$ cat config.mk
export PLATFORM = sky130hd
export DESIGN_NAME = line_prefetch_ctrl
export DESIGN_NICKNAME = d
export VERILOG_FILES = /design/src/rtl/line_prefetch_ctrl.sv
export SDC_FILE = /design/constraint.sdc
export NUM_CORES = 1
export LEC_CHECK = 0
export BUFFER_PORTS_ARGS = -buffer_cell sky130_fd_sc_hd__buf_4
export CAP_MARGIN = 20
export CELL_PAD_IN_SITES_DETAIL_PLACEMENT = 1
export CELL_PAD_IN_SITES_GLOBAL_PLACEMENT = 1
export CORE_MARGIN = 3
export CORE_UTILIZATION = 42
export DETAILED_ROUTE_END_ITERATION = 8
export HOLD_SLACK_MARGIN = 0.08
export PLACE_DENSITY_LB_ADDON = 0.3
export SKIP_CTS_REPAIR_TIMING = 1
export SLEW_MARGIN = 20
export SYNTH_ARGS = -nofsm -noshare
export SYNTH_HDL_FRONTEND = slang
export SYNTH_SLANG_ARGS = --single-unit
$ cat constraint.sdc
create_clock -name clk -period 5.7 [get_ports clk]
set_clock_uncertainty 0.1 [all_clocks]
set_input_delay 0.57 -clock clk [delete_from_list [all_inputs] [get_ports clk]]
set_output_delay 0.57 -clock clk [all_outputs]
set_load 0.02 [all_outputs]
$ cat src/rtl/line_prefetch_ctrl.sv
// Display line prefetcher: pulls one RGB565 line per line_sync from DDR2 into a ping-pong line BRAM.
// Define LINE_PREFETCH_STATS_EN to add the underrun_cnt / max_lat statistics ports.
module line_prefetch_ctrl #(
  parameter int          H_PIXELS    = 640,
  parameter int          V_LINES     = 480,
  parameter int          MEM_DW      = 64,
  parameter int          BURST_WORDS = 16,
  parameter logic [27:0] FB_BASE     = 28'h0,
  parameter int          LINE_STRIDE = 1280
) (
  input  logic              clk,
  input  logic              reset_n,
  input  logic              line_sync,
  input  logic              frame_sync,
  output logic              rd_req_valid,
  input  logic              rd_req_ready,
  output logic [27:0]       rd_req_addr,
  input  logic              rd_data_valid,
  input  logic [MEM_DW-1:0] rd_data,
  output logic              bram_we,
  output logic [8:0]        bram_addr,
  output logic [MEM_DW-1:0] bram_din,
  output logic              fetch_busy,
  output logic              underrun
`ifdef LINE_PREFETCH_STATS_EN
  ,
  output logic [15:0]       underrun_cnt,
  output logic [15:0]       max_lat
`endif
);

  localparam int WORDS       = H_PIXELS * 16 / MEM_DW;
  localparam int BURSTS      = WORDS / BURST_WORDS;
  localparam int BURST_BYTES = BURST_WORDS * MEM_DW / 8;
  localparam int WW          = $clog2(WORDS + 1);
  localparam int WW1         = WW + 1;
  localparam int BW          = $clog2(BURSTS + 1);
  localparam int LW          = $clog2(V_LINES);

  typedef enum logic [1:0] {IDLE, REQ, DATA, DRAIN} state_t;

  state_t            state_q, state_d;
  logic [LW-1:0]     line_q, line_d;
  logic              bank_q, bank_d;
  logic [BW-1:0]     burst_q, burst_d;
  logic [WW-1:0]     rcnt_q, rcnt_d;
  logic              pend_q, pend_d;
  logic              under_q, under_d;
  logic              we_q, we_d;
  logic [8:0]        waddr_q, waddr_d;
  logic [MEM_DW-1:0] wdata_q, wdata_d;

  logic [WW1-1:0]    issued;
  logic [WW-1:0]     rcntInc;
  logic [LW-1:0]     nextLine;
  logic              accept, take, lastWord, drainDone;

  // Words still owed by memory = accepted bursts * BURST_WORDS - words received; anything beyond is ignored
  assign issued    = WW1'(burst_q) * WW1'(BURST_WORDS);
  assign take      = rd_data_valid && (issued > WW1'(rcnt_q));
  assign accept    = (state_q == REQ) && rd_req_ready;
  assign rcntInc   = rcnt_q + WW'(take);
  assign nextLine  = (line_q == LW'(V_LINES - 1)) ? '0 : line_q + LW'(1);
  assign lastWord  = (state_q == DATA) && take && (rcnt_q == WW'(WORDS - 1));
  assign drainDone = (issued == WW1'(rcntInc));

  always_comb begin
    state_d = state_q;
    line_d  = line_q;
    bank_d  = bank_q;
    burst_d = burst_q + BW'(accept);
    rcnt_d  = rcntInc;
    pend_d  = pend_q;
    under_d = 1'b0;
    we_d    = take && ((state_q == REQ) || (state_q == DATA));
    waddr_d = we_d ? {bank_q, 8'(rcnt_q)} : waddr_q;
    wdata_d = we_d ? rd_data : wdata_q;
    case (state_q)
      IDLE: begin
        if (frame_sync) begin
          state_d = REQ;
          line_d  = '0;
          bank_d  = 1'b0;
          burst_d = '0;
          rcnt_d  = '0;
          pend_d  = 1'b0;
        end else if (line_sync || pend_q) begin
          state_d = REQ;
          line_d  = nextLine;
          bank_d  = ~bank_q;
          burst_d = '0;
          rcnt_d  = '0;
          pend_d  = line_sync && pend_q;
          under_d = line_sync && pend_q;
        end
      end
      default: begin
        // frame_sync outranks everything while busy: abandon the line and flush its in-flight words
        if (frame_sync) begin
          pend_d  = 1'b0;
          state_d = DRAIN;
        end else begin
          if (line_sync) begin
            under_d = 1'b1;
            pend_d  = 1'b1;
          end
          if (accept && (burst_q == BW'(BURSTS - 1))) state_d = DATA;
          if (lastWord) state_d = IDLE;
        end
        if ((state_q == DRAIN) && drainDone) begin
          state_d = REQ;
          line_d  = '0;
          bank_d  = 1'b0;
          burst_d = '0;
          rcnt_d  = '0;
        end
      end
    endcase
  end

  always_ff @(posedge clk or negedge reset_n) begin
    if (!reset_n) begin
      state_q <= IDLE;
      line_q  <= '0;
      bank_q  <= 1'b0;
      burst_q <= '0;
      rcnt_q  <= '0;
      pend_q  <= 1'b0;
      under_q <= 1'b0;
      we_q    <= 1'b0;
      waddr_q <= '0;
      wdata_q <= '0;
    end else begin
      state_q <= state_d;
      line_q  <= line_d;
      bank_q  <= bank_d;
      burst_q <= burst_d;
      rcnt_q  <= rcnt_d;
      pend_q  <= pend_d;
      under_q <= under_d;
      we_q    <= we_d;
      waddr_q <= waddr_d;
      wdata_q <= wdata_d;
    end
  end

  assign rd_req_valid = (state_q == REQ);
  assign rd_req_addr  = FB_BASE + 28'(line_q) * 28'(LINE_STRIDE) + 28'(burst_q) * 28'(BURST_BYTES);
  assign bram_we      = we_q;
  assign bram_addr    = waddr_q;
  assign bram_din     = wdata_q;
  assign fetch_busy   = (state_q != IDLE);
  assign underrun     = under_q;

`ifdef LINE_PREFETCH_STATS_EN
  logic [15:0] ucnt_q, maxlat_q, lat_q, latNext;
  logic        latOn_q, lineStart;

  // Latency is timed only for line_sync-started fetches; a frame_sync abandons the measurement
  assign lineStart = (state_q == IDLE) && !frame_sync && (line_sync || pend_q);
  assign latNext   = (lat_q == 16'hFFFF) ? lat_q : lat_q + 16'd1;

  always_ff @(posedge clk or negedge reset_n) begin
    if (!reset_n) begin
      ucnt_q   <= '0;
      maxlat_q <= '0;
      lat_q    <= '0;
      latOn_q  <= 1'b0;
    end else begin
      if (under_d && (ucnt_q != 16'hFFFF)) ucnt_q <= ucnt_q + 16'd1;
      if (lineStart) begin
        lat_q   <= 16'd1;
        latOn_q <= 1'b1;
      end else if (frame_sync) begin
        latOn_q <= 1'b0;
      end else if (latOn_q && lastWord) begin
        latOn_q <= 1'b0;
        if (latNext > maxlat_q) maxlat_q <= latNext;
      end else if (latOn_q) begin
        lat_q <= latNext;
      end
    end
  end

  assign underrun_cnt = ucnt_q;
  assign max_lat      = maxlat_q;
`endif

endmodule
## After elaboration in Yosys (flattened, before gate mapping)

Index checks and enable logic that the tools add are counted.

| storage, ports and cells | value |
|---|---|
| word-level logic and storage cells | 77 |
| output and inout bits | 105 |
| register bits | 100 |
| input port bits | 70 |

| operators by class | value |
|---|---|
| equal/unequal tests | 8 |
| add/sub/neg operators | 4 |
| reduce and logical (&&, ||, !) cells | 18 |
| bitwise logic cells | 1 |
| mux-type cells | 34 |
| order comparisons | 1 |
| multiply operators | 1 |

Operators with widths:

| operator | number |
|---|---|
| $mux 9 | 5 |
| $mux 8 | 4 |
| $add 20x11->21 | 1 |
| $mux 4 | 4 |
| $mux 1 | 14 |
| $mux 2 | 7 |
| $mul 9x3->12 const B | 1 |
| $add 9x1->9 const B | 1 |
| $eq 9x9->1 const B | 1 |
| $add 8x1->8 | 1 |
| $eq 8x8->1 | 1 |
| $eq 8x8->1 const B | 1 |
| $gt 8x8->1 | 1 |
| $logic_and 1x1->1 | 8 |
| $reduce_and 2->1 | 3 |
| $reduce_bool 5->1 | 1 |
| $add 4x1->4 | 1 |
| $eq 2x2->1 const B | 2 |
| $eq 4x4->1 const B | 1 |
| $reduce_bool 2->1 | 2 |
| $ne 3x3->1 const B | 1 |
| $reduce_bool 3->1 | 1 |
| $eq 2x1->1 const B | 1 |
| $logic_not 2->1 | 1 |
| other kinds (2) | 3 |

## Longest topological paths before layout

| depth | value |
|---|---|
| word-level depth | 8 |
| mapped depth | 16 |
| mapped depth without buffers | 13 |

## Worst setup path after synthesis

Ideal clock, no wire load.

| path | value |
|---|---|
| path kind | register to register |
| start point | register rcnt_q[6] |
| end point | register line_q[2] |
| cell stages (with the launch flop) | 16 |
| path buffers | 3 |
| data required time | 5478 ps |
| data arrival time | 3006 ps |
| setup slack | 2471 ps |
| library setup time | 122 ps |
| clock period less this slack | 3229 ps |
| path through | dfrtp_1 inv_1 ha_1 nor4b_1 nand4_1 and3_1 clkbuf_1 ha_1 and3_4 o32a_1 nor4b_2 a41oi_2 nor2_2 buf_6 buf_8 a21oi_2 |

| between the ends | value |
|---|---|
| longest elaborated chain between the ends | 7 |

Ends and longest elaborated chain:

| item | line | RTL |
|---|---|---|
| start, declared | 46 | `logic [WW-1:0] rcnt_q, rcnt_d;` |
| start signal, assigned | 138 | `rcnt_q <= rcnt_d;` |
| $gt 8x8->1 | 60 | `assign take = rd_data_valid && (issued > WW1'(rcnt_q));` |
| $logic_and 1x1->1 | 60 |  |
| $add 8x1->8 * | 62 | `assign rcntInc = rcnt_q + WW'(take);` |
| $eq 8x8->1 * | 65 | `assign drainDone = (issued == WW1'(rcntInc));` |
| $logic_and 1x1->1 * | 110 | `if ((state_q == DRAIN) && drainDone) begin` |
| $reduce_bool 2->1 (no source line) * | - |  |
| $reduce_and 2->1 (no source line) * | - |  |
| end signal, assigned | 135 | `line_q <= line_d;` |
| end, declared | 43 | `logic [LW-1:0] line_q, line_d;` |

Mark *: on every way between the ends. The rest lies on a longest branch, timed or not.
A chain may end at the register's enable or synchronous reset.

## Worst setup path in the final report

| path | value |
|---|---|
| start point | register rcnt_q[6] |
| end point | register line_q[6] |

Same word-level chain as after synthesis.

==> results.md <==
- Run status: complete, no violations
- Ys flop type: dfrtp_1
- Most used cell, CP: ha_1
- CTS tree: done
- Power Total: 1.36 mW
- Family with the most delay on the worst path: simple AND/OR/NAND/NOR gates
- Clock transition at path regs: 0.07 ns
- Share of layout cells above drive strength 1: 0.438
- IO buf count: 159
- Arr. time, crit path: 4.09 ns
- Avg WL per Cell: 18.3 um
- Syn Inst Count: about 420
- GRT met2 Usage: 0.361
- DRT Pass-1 Iters: 4
- Total CTS buffers: 9
- Mapped Avg Cell Area: 12.0 sq um
- Critical Path Fanout Max: 20
- Final slew viol count: 0
- Synth Area in Compound Gates: 0.0701
- Post-synth EDFFs: 0
- Final WL: 13200 um
- Final Core Density: 0.566
- Power share of the combinational group: 0.050
- N_diodes: 0
- Pwr dens: about 210 nW/um^2
- Reg power frac: 0.524
- Final ANT Viol Nets: 0
- Cell Rows: 39
- Later-pin clock latency in the skew report: roughly 0.35 ns
- Period Utilization, post-route: 0.704
- Critical-path top delay cell: nor2_2
- Fraction of the mapped netlist area in adder cells: 0.0819
- Initial antenna violation count: 0
- GRT met3 Usage: 0.0480
- # clock sinks: 100
- Die height: 116 um
- Largest net degree at the start of global routing: 79
- Setup TNS: 0 ns
- I/O pin count: 175
- H-tree depth: 3
- Critical Path, Cell by Cell: inv_1 > ha_1 > nor4b_1 > nand4_1 > and3_1 > ha_1 > and3_4 > o32a_1 > nor4b_2 > a41oi_2 > nor2_2 > a31oi_1
- CP Class: reg2reg
- Total number of vias: 3740
- Worst-Margin Slew: approximately 1.0 ns
- Leakage: 3.55 nW
- Core outline area: 11600 sq um
- Max clock buf depth: 2
- Unique cell type count in the Yosys netlist: 52
- HP Class: in2async
- Met1 Use GR: 0.221
- Dpl hpwl: 10300 um
- CP Capture Type: flip-flop
- Clock share of power: 0.426
- Register area share after synthesis: 0.493
- Gr busiest metal: met2
- Nets: a little under 700
- Required time of the critical path: 5.78 ns
- Tot GR Track Use: 0.197
- Slowest stage delay, CP: 0.72 ns
- Main combinational cell family by area after synthesis: multiplexers
- Ys Warns: 0
- FMAX: 249 MHz
- Post-Synth XOR/XNOR Area: 0.0498
- Layout area overhead: 29.6%
- Starting Density: 0.437
- GRT Residual Overflow: 0
- Placer Congestion: 0.784
- Final Critical Period: 4.01 ns
- Buf/Inv on CP: 1
- Switching share of power: 0.233
- Slew headroom: 0.324
- Critical path startpoint category: flip-flop
- # DRC: 0
- Multiplexer share of the synthesized area: 0.153
- Endpoints failing setup: 0
- Via-to-Cell Ratio: 5.16
- CTS root buf: clkbuf_16
- Die ar.: 13400 sq um
- First-pass GRT wire length: 20700 um
- Psw: approximately 320 uW
- 1st-iter DRT viols: 142
- Seq cells post-synth: 100
- Die Wd: 116 um
- RSZ-0062 raised after global routing: false
- Syn Std Cell Area: 5070 sq um
- Final Hold Viols: 0
- Simple-gate portion of the synthesized area: 0.0974
- Ys async rst share: 1.00
- Vias in the first global route: 4063
- P_int: around 1.0 mW
- Worst ir drop on vdd: about 160 uV
- Maxcap violations: 0
metrics by stage:
step                      hold slack, ns  cells  setup WS (ns)  area, sq um
after floorplan                    0.174    436           2.47         5120
after global placement             0.366    709           1.86         6300
after detailed placement           0.374    709           1.68         6300
after CTS                          0.142    725           1.64         6580
after global routing               0.158    725           1.31         6580
final                              0.119    725           1.69         6580
power groups by stage:
| stage | Sequential (mW) | Combinational (mW) | Clock (mW) |
|---|---|---|---|
| after floorplan | 0.726 | 0.0218 | 0 |
| after global placement | 0.726 | 0.0671 | 0 |
| after detailed placement | 0.726 | 0.0695 | 0 |
| after CTS | 0.712 | 0.0696 | 0.592 |
| after global routing | 0.712 | 0.0751 | 0.625 |
| final | 0.712 | 0.0682 | 0.579 |
per-layer routing:
metal / vias up / wire (um)
met5: - / 0
met4: 0 / 338
met3: 25 / 653
met2: 104 / 7130
met1: 1856 / 5110
li1: 1755 / -
final timing paths:
check | from | end | slack, ns | depth (start not counted)
setup / recovery | rcnt_q[6]$_DFF_PN0_ | line_q[6]$_DFFE_PN0P_ | 1.69 | 12
hold / removal | reset_n | rcnt_q[4]$_DFF_PN0_ | 0.12 | 1
setup reg to reg | rcnt_q[6]$_DFF_PN0_ | line_q[6]$_DFFE_PN0P_ | 1.69 | 12
hold reg to reg | bram_addr[4]$_DFFE_PN0P_ | bram_addr[4]$_DFFE_PN0P_ | 0.38 | 2
max in group asynchronous | reset_n | bram_din[48]$_DFFE_PN0P_ | 4.26 | 2
min in group clk | frame_sync | pend_q$_DFFE_PN0P_ | 0.32 | 2
sequential cells by signal, indices dropped and copies added (netlist names):
signal     cells
bank_q         1
bram_addr      9
bram_din      64
bram_we        1
burst_q        4
line_q         9
pend_q         1
rcnt_q         8
state_q        2
underrun       1
cells in the mapped netlist (3+ instances only):
cell | instances | area share
buf_2 | 7 | 0.0069
nor2b_1 | 8 | 0.0099
nand2b_1 | 3 | 0.0037
nand3_1 | 9 | 0.0089
xor2_1 | 8 | 0.014
inv_1 | 16 | 0.012
nor3_1 | 8 | 0.0079
nand2_1 | 14 | 0.010
buf_4 | 19 | 0.028
and3_1 | 6 | 0.0074
nand4_1 | 4 | 0.0049
o31ai_1 | 4 | 0.0059
xnor2_1 | 13 | 0.022
dfrtp_1 | 100 | 0.49
mux2_2 | 69 | 0.15
a21oi_1 | 13 | 0.013
nor2_1 | 27 | 0.020
ha_1 | 30 | 0.074
or3_1 | 3 | 0.0037
o21ai_0 | 16 | 0.016
a31oi_1 | 5 | 0.0062
final cells by class:
type	instances	area (sq um)
Timing Repair Buffer	160	1200
Sequential cell	100	2500
Multi-Input combinational cell	290	2360
Clock buffer	9	225
Inverter	16	60.1
Fill cell	1247	5040
Clock inverter	7	51.3
Tap cell	143	179
placed cells by master (no fill, tap or decap), types with 9 or more instances in the layout:
master     count
mux2_2        69
conb_1        15
nor2_1        27
clkbuf_16      9
nand3_1        9
o21ai_0       16
xnor2_1       13
a21oi_1       13
inv_1         16
buf_4        160
nand2_1       14
ha_1          30
dfrtp_1      100
kinds of logic after synthesis:
| kind of cell | after synthesis |
|---|---|
| adders and majority gates | 32 |
| other | 1 |
| xor gates and xnor gates | 24 |
| muxes | 69 |
| AOI/OAI and AO/OA | 55 |
| buffers and inverters | 46 |
| and+or+nand+nor | 95 |
| DFF | 100 |
(Power assumes the default switching activity.)
